==> config.mk <==
export PLATFORM = sky130hd
export DESIGN_NAME = tug_playfield_flat
export DESIGN_NICKNAME = d
export VERILOG_FILES = /design/src/rtl/tug_pkg.sv /design/src/rtl/tug_playfield_if.sv /design/src/rtl/tug_hold_timer.sv /design/src/rtl/tug_playfield.sv /design/src/flat_wrapper.sv
export SDC_FILE = /design/constraint.sdc
export NUM_CORES = 1
export LEC_CHECK = 0
export BUFFER_PORTS_ARGS = -buffer_cell sky130_fd_sc_hd__buf_2
export CAP_MARGIN = 30
export CORE_ASPECT_RATIO = 1.2
export CORE_UTILIZATION = 30
export CTS_CLUSTER_DIAMETER = 150
export CTS_CLUSTER_SIZE = 25
export DETAILED_ROUTE_END_ITERATION = 8
export GPL_TIMING_DRIVEN = 0
export SLEW_MARGIN = 20
export SYNTH_ARGS = -nofsm -noshare
export SYNTH_HDL_FRONTEND = slang
export SYNTH_SLANG_ARGS = --single-unit
export TNS_END_PERCENT = 30
==> constraint.sdc <==
create_clock -name clk -period 3 [get_ports clk]
set_clock_uncertainty 0.2 [all_clocks]
set_input_delay 0.9 -clock clk [delete_from_list [all_inputs] [get_ports clk]]
set_output_delay 0.9 -clock clk [all_outputs]
set_load 0.005 [all_outputs]
==> src/rtl/tug_pkg.sv <==
// Shared types and defaults for the tug-of-war playfield.
package tug_pkg;

  typedef enum logic {PLAY, HOLD} pf_state_t;

  localparam int NUM_LEDS_DEF    = 9;
  localparam int HOLD_CYCLES_DEF = 4;

  function automatic int center_of(input int num_leds);
    return (num_leds - 1) / 2;
  endfunction

endpackage

==> src/rtl/tug_playfield_if.sv <==
// Press inputs and LED/win outputs between input conditioners, playfield and scoreboard.
interface tug_playfield_if import tug_pkg::*; #(
  parameter int NUM_LEDS = NUM_LEDS_DEF
);
  logic                L;
  logic                R;
  logic                freeze;
  logic [NUM_LEDS-1:0] leds;
  logic                win_left;
  logic                win_right;

  modport master (
    output L, R, freeze,
    input  leds, win_left, win_right
  );

  modport slave (
    input  L, R, freeze,
    output leds, win_left, win_right
  );
endinterface

==> src/rtl/tug_hold_timer.sv <==
// Loadable down-counter; done is high for the single cycle the count sits at 1.
module tug_hold_timer #(
  parameter int WIDTH = 3
) (
  input  logic             clk,
  input  logic             srst,
  input  logic             load,
  input  logic [WIDTH-1:0] load_value,
  output logic             done
);
  logic [WIDTH-1:0] count_reg;

  always_ff @(posedge clk) begin
    if (srst) begin
      count_reg <= '0;
    end else if (load) begin
      count_reg <= load_value;
    end else if (count_reg != '0) begin
      count_reg <= count_reg - WIDTH'(1);
    end
  end

  assign done = (count_reg == WIDTH'(1));
endmodule

==> src/rtl/tug_playfield.sv <==
// Tug-of-war playfield: moves a single lit LED toward the presser, pulses a win
// at the edges, then keeps the bar dark for HOLD_CYCLES before re-centring.
module tug_playfield import tug_pkg::*; #(
  parameter int NUM_LEDS    = NUM_LEDS_DEF,
  parameter int HOLD_CYCLES = HOLD_CYCLES_DEF
) (
  input logic            clk,
  input logic            reset,
  tug_playfield_if.slave pf
);
  localparam int PW = $clog2(NUM_LEDS);
  localparam int CW = $clog2(HOLD_CYCLES + 1);
  localparam logic [PW-1:0]       POS_MAX    = PW'(NUM_LEDS - 1);
  localparam logic [PW-1:0]       CENTER     = PW'(center_of(NUM_LEDS));
  localparam logic [CW-1:0]       HOLD_LOAD  = CW'(HOLD_CYCLES);
  localparam logic [NUM_LEDS-1:0] LEDS_RESET = NUM_LEDS'(1) << CENTER;

  pf_state_t           state_reg, state_next;
  logic [PW-1:0]       pos_reg, pos_next;
  logic [NUM_LEDS-1:0] leds_reg, leds_next;
  logic                win_left_reg, win_left_next;
  logic                win_right_reg, win_right_next;
  logic                timer_load;
  logic                timer_done;
  logic                press_l;
  logic                press_r;

  tug_hold_timer #(
    .WIDTH(CW)
  ) hold_timer (
    .clk       (clk),
    .srst      (reset),
    .load      (timer_load),
    .load_value(HOLD_LOAD),
    .done      (timer_done)
  );

  // Simultaneous presses cancel, so only exclusive presses count.
  assign press_l = pf.L & ~pf.R;
  assign press_r = pf.R & ~pf.L;

  always_comb begin
    state_next     = state_reg;
    pos_next       = pos_reg;
    win_left_next  = 1'b0;
    win_right_next = 1'b0;
    timer_load     = 1'b0;
    case (state_reg)
      PLAY: begin
        if (!pf.freeze) begin
          if (press_l) begin
            if (pos_reg == POS_MAX) begin
              win_left_next = 1'b1;
              timer_load    = 1'b1;
              state_next    = HOLD;
            end else begin
              pos_next = pos_reg + PW'(1);
            end
          end else if (press_r) begin
            if (pos_reg == '0) begin
              win_right_next = 1'b1;
              timer_load     = 1'b1;
              state_next     = HOLD;
            end else begin
              pos_next = pos_reg - PW'(1);
            end
          end
        end
      end
      HOLD: begin
        if (timer_done) begin
          state_next = PLAY;
          pos_next   = CENTER;
        end
      end
      default: begin
        state_next = PLAY;
        pos_next   = CENTER;
      end
    endcase
  end

  // Bar is decoded from the next state so it is registered alongside pos.
  generate
    for (genvar gi = 0; gi < NUM_LEDS; gi++) begin : g_led
      assign leds_next[gi] = (state_next == PLAY) && (pos_next == PW'(gi));
    end
  endgenerate

  always_ff @(posedge clk) begin
    if (reset) begin
      state_reg     <= PLAY;
      pos_reg       <= CENTER;
      leds_reg      <= LEDS_RESET;
      win_left_reg  <= 1'b0;
      win_right_reg <= 1'b0;
    end else begin
      state_reg     <= state_next;
      pos_reg       <= pos_next;
      leds_reg      <= leds_next;
      win_left_reg  <= win_left_next;
      win_right_reg <= win_right_next;
    end
  end

  assign pf.leds      = leds_reg;
  assign pf.win_left  = win_left_reg;
  assign pf.win_right = win_right_reg;
endmodule

==> src/flat_wrapper.sv <==
// flat-port wrapper written by rule: the top's interface ports become plain ports
module tug_playfield_flat import tug_pkg::*;
#(
  parameter int NUM_LEDS    = NUM_LEDS_DEF,
  parameter int HOLD_CYCLES = HOLD_CYCLES_DEF
)
  (clk, reset, pf_L, pf_R, pf_freeze, pf_leds, pf_win_left, pf_win_right);
  tug_playfield_if #(.NUM_LEDS(NUM_LEDS)) pf_i ();
  input logic clk;
  input logic reset;
  input wire logic [$bits(pf_i.L)-1:0] pf_L;
  input wire logic [$bits(pf_i.R)-1:0] pf_R;
  input wire logic [$bits(pf_i.freeze)-1:0] pf_freeze;
  output wire logic [$bits(pf_i.leds)-1:0] pf_leds;
  output wire logic [$bits(pf_i.win_left)-1:0] pf_win_left;
  output wire logic [$bits(pf_i.win_right)-1:0] pf_win_right;
  assign pf_i.L = pf_L;
  assign pf_i.R = pf_R;
  assign pf_i.freeze = pf_freeze;
  assign pf_leds = pf_i.leds;
  assign pf_win_left = pf_i.win_left;
  assign pf_win_right = pf_i.win_right;
  tug_playfield #(.NUM_LEDS(NUM_LEDS), .HOLD_CYCLES(HOLD_CYCLES)) u_core (.clk(clk), .reset(reset), .pf(pf_i));
endmodule
==> flow_summary_export.csv <==
group,metric,value,unit
global_routing,grt_util_met3,1.296,%
place,gp_congestion,0.8286,
pwr,p_int,482.1,uW
clocking,cts_max_level,1,
yosys,ys_ff_latch,19,
critical_path,cp_data_arrival_time,2.54,ns
yosys,async_flop_share,0,%
pwr,power_frac_seq,41.9,%
clocking,cts_tree,"done",
cells_and_area,drive_gt1_share,24.00,%
yosys,yosys.area.top_type,"dfxtp_1",
die,io_pins,16,
yosys,syn_inst,132,
global_routing,first_global_vias,978,
critical_path,slowest_delay,0.42,ns
die,floorplan.initialDensity,31.78,%
critical_path,crit_buf_inv,2,
pwr,switching_share,33.77,%
global_routing,grt_remaining_overflow,0,
cells_and_area,largest_register_ffs,9,
critical_path,reg2reg_slack,0.59,ns
clocking,cts_hold_buf,0,
die,rows,24,
clocking,cts_root_buffer,"clkbuf_8",
yosys,synthTopCellsByArea,"dfxtp_1 32%, nor2_1 6.1%, ha_1 5.3%",
sta,max_freq,392.8,MHz
yosys,synth_common_cells,"19 x dfxtp_1, 19 x nor2_1, 9 x a21oi_1",
critical_path,r2r_start,"u_core.pos_reg[0]",
critical_path,cp-start-kind,"primary input",
critical_path,path_max_fanout,10,
global_routing,grt_pass1_wl,4.347,mm
yosys,synth_edf_count,0,
run,cap_violations,0,
pwr,leakagePower,0.0005607,uW
die,die_w,59.10,um
yosys,synth_top_area_share,32.41,%
pwr,power_frac_comb,33.7,%
critical_path,critical_path_depth,8,
cells_and_area,area_growth,15.46,%
critical_path,path_delay_family,"compound AO/OA/AOI/OAI gates",
pwr,ir_drop,0.3933,mV
critical_path,r2r-end,"u_core.pf.leds[1]",
drt,vias,1019,
cells_and_area,layout.cells.non_filler,202,
clocking,clk_latency,0.26,ns
critical_path,cp_slowest_cell,"a311oi_4",
yosys,synth-seq-area-share,32.41,%
pwr,pwr-share-clk,24.4,%
clocking,post-cts-setup-buffers,0,
place,place_inst,198,
drt,ant_nets,0,
global_routing,grt_util_met2,22.85,%
clocking,clk_path_buf_depth,2,
yosys,synth_nets,142,
critical_path,crit_path_end_kind,"flop",
critical_path,critPathLaunch,"pf_R",
clocking,numCtsBuffers,3,
die,core_area,3694,um^2
critical_path,endpoint,"u_core.pf.leds[1]",
yosys,ys.flop_type,"dfxtp_1",
drt,routedWlPerCell,12.80,um
global_routing,grt_usage,13.47,%
place,port_buffers,14,
hold_path,min_path_type,"reg2reg",
global_routing,grt_util_met1,16.38,%
sta,tns,0,ns
global_routing,top_usage_layer,"met2",
die,die_area,4167,um^2
sta,rsz0062_at_grt,"no",
cells_and_area,n_antenna_cell,0,
critical_path,cpMostUsedCell,"buf_2",
sta,timing_max_transition_violations_final,0,
yosys,yosysWarnings,0,
drt,drc,0,
sta,finalSetupViolations,0,
critical_path,reg2regPathDepth,8,
clocking,path_clk_slew,0.07,ns
critical_path,required,3.00,ns
yosys,synth_area,1174,um^2
sta,hold_viol_final,0,
yosys,ys_types,53,
critical_path,crit_path_cell_trace,"buf_2 -> buf_2 -> nand3b_4 -> o41ai_2 -> a211oi_1 -> a311oi_4 -> nand4_1 -> a21oi_2",
outcome,status,"complete, no violations",
die,die_h,70.52,um
clocking,cts.sinks,19,
critical_path,path_class,"in2reg",
pwr,pwr_density_cell,537.2,nW/um^2
drt,wl,2.585,mm
cells_and_area,final_nets,161,
sta,period_needed,2.546,ns
pwr,switching_power,245.8,uW
place,dp_hpwl,1.886,mm
sta,tightest_slew,0.4312,ns
drt,drtIter0Drc,43,
sta,relSlewSlack,71.08,%
drt,via_per_inst,5.045,
drt,firstDrtPassIters,4,
clocking,ctsResizeCount,0,
global_routing,grt_start_max_net_pins,12,
global_routing,antenna_found_initial,0,
sta,fin_crit_sh,84.87,%
yosys,avgSynthCellArea,8.891,um^2
-- metal layers --
layer / wire [um] / up-vias / part of all wire (%)
li1: - / 512 / -
met1: 1135 / 484 / 44
met2: 1329 / 17 / 51
met3: 61 / 6 / 2.4
met4: 59 / 0 / 2.3
met5: 0 / - / 0
-- metrics by stage --
stage / setup slack (ns) / instance area [um^2] / total power, uW / util (%) / hold WS [ns]
after detailed placement: 0.1876 / 1309 / 553.1 / 35.43 / 0.3094
after CTS: 0.4532 / 1355 / 732.8 / 36.69 / 0.3214
after global routing: 0.3270 / 1355 / 769.5 / 36.69 / 0.3518
after floorplan: 0.5405 / 1174 / 500.8 / - / 0.2781
final: 0.4540 / 1355 / 727.9 / 36.69 / 0.3154
after global placement: 0.2277 / 1309 / 539.3 / 35.43 / 0.2890
-- final cells by class --
class / instances / area, um^2
clock inverters: 1 / 5.005
repair buffers: 14 / 70.07
inverters: 8 / 30.03
plain buffers: 7 / 47.55
well taps: 52 / 65.06
fillers: 374 / 2338
clock buffers: 3 / 41.29
flip-flops and latches: 19 / 380.4
multi-input cells: 98 / 715.7
-- worst min-delay path by stage --
stage	to	cells after the start	slack (ns)	start
final	u_core.hold_timer.count_reg[1]	2	0.32	u_core.hold_timer.count_reg[1]
after global routing	u_core.hold_timer.count_reg[1]	2	0.35	u_core.hold_timer.count_reg[1]
after CTS	u_core.hold_timer.count_reg[1]	2	0.32	u_core.hold_timer.count_reg[1]
after detailed placement	u_core.hold_timer.count_reg[1]	2	0.31	u_core.hold_timer.count_reg[1]
after global placement	u_core.hold_timer.count_reg[1]	2	0.29	u_core.hold_timer.count_reg[1]
after floorplan	u_core.hold_timer.count_reg[1]	2	0.28	u_core.hold_timer.count_reg[1]
-- worst register-to-register path: stages (launching register included) --
cell      delay (ns)
dfxtp_1         0.48
inv_2           0.14
ha_1            0.27
nand2b_2        0.15
o21ai_1         0.09
a32o_1          0.30
a211oi_4        0.34
nand4_1         0.23
a21oi_2         0.15
-- power by group through the flow --
| stage | logic (uW) | clock network, uW | registers (uW) |
|---|---|---|---|
| 3_5_place_dp | 243 | 0 | 310 |
| 5_1_grt | 270 | 191 | 309 |
| 2_1_floorplan | 195 | 0 | 306 |
| 6_report | 245 | 178 | 305 |
| 4_1_cts | 245 | 183 | 305 |
| 3_3_place_gp | 231 | 0 | 308 |
-- placed cells by master, fill, tap and decap left out, types with 3 or more instances in the layout --
cell type  count
a211oi_1       4
a21oi_1        9
buf_2         16
clkbuf_8       4
dfxtp_1       19
ha_1           5
inv_1          7
nand2_1        4
nand2b_1       5
nand3b_1       3
nor2_1        19
nor3_1         4
-- kinds of logic (layout without fill, tap and decap cells) --
logic type	count (synthesis)	count (layout)	synth area share, %
AND/OR/NAND/NOR	53	53	26.55
buffers and inverters	15	33	6.609
adder cells (fa/ha/maj)	5	5	5.330
AO/OA/AOI/OAI	36	36	25.91
multiplexers	2	2	1.706
XOR/XNOR	2	2	1.493
flip-flops	19	19	32.41
Power figures use the tool's default switching activity.
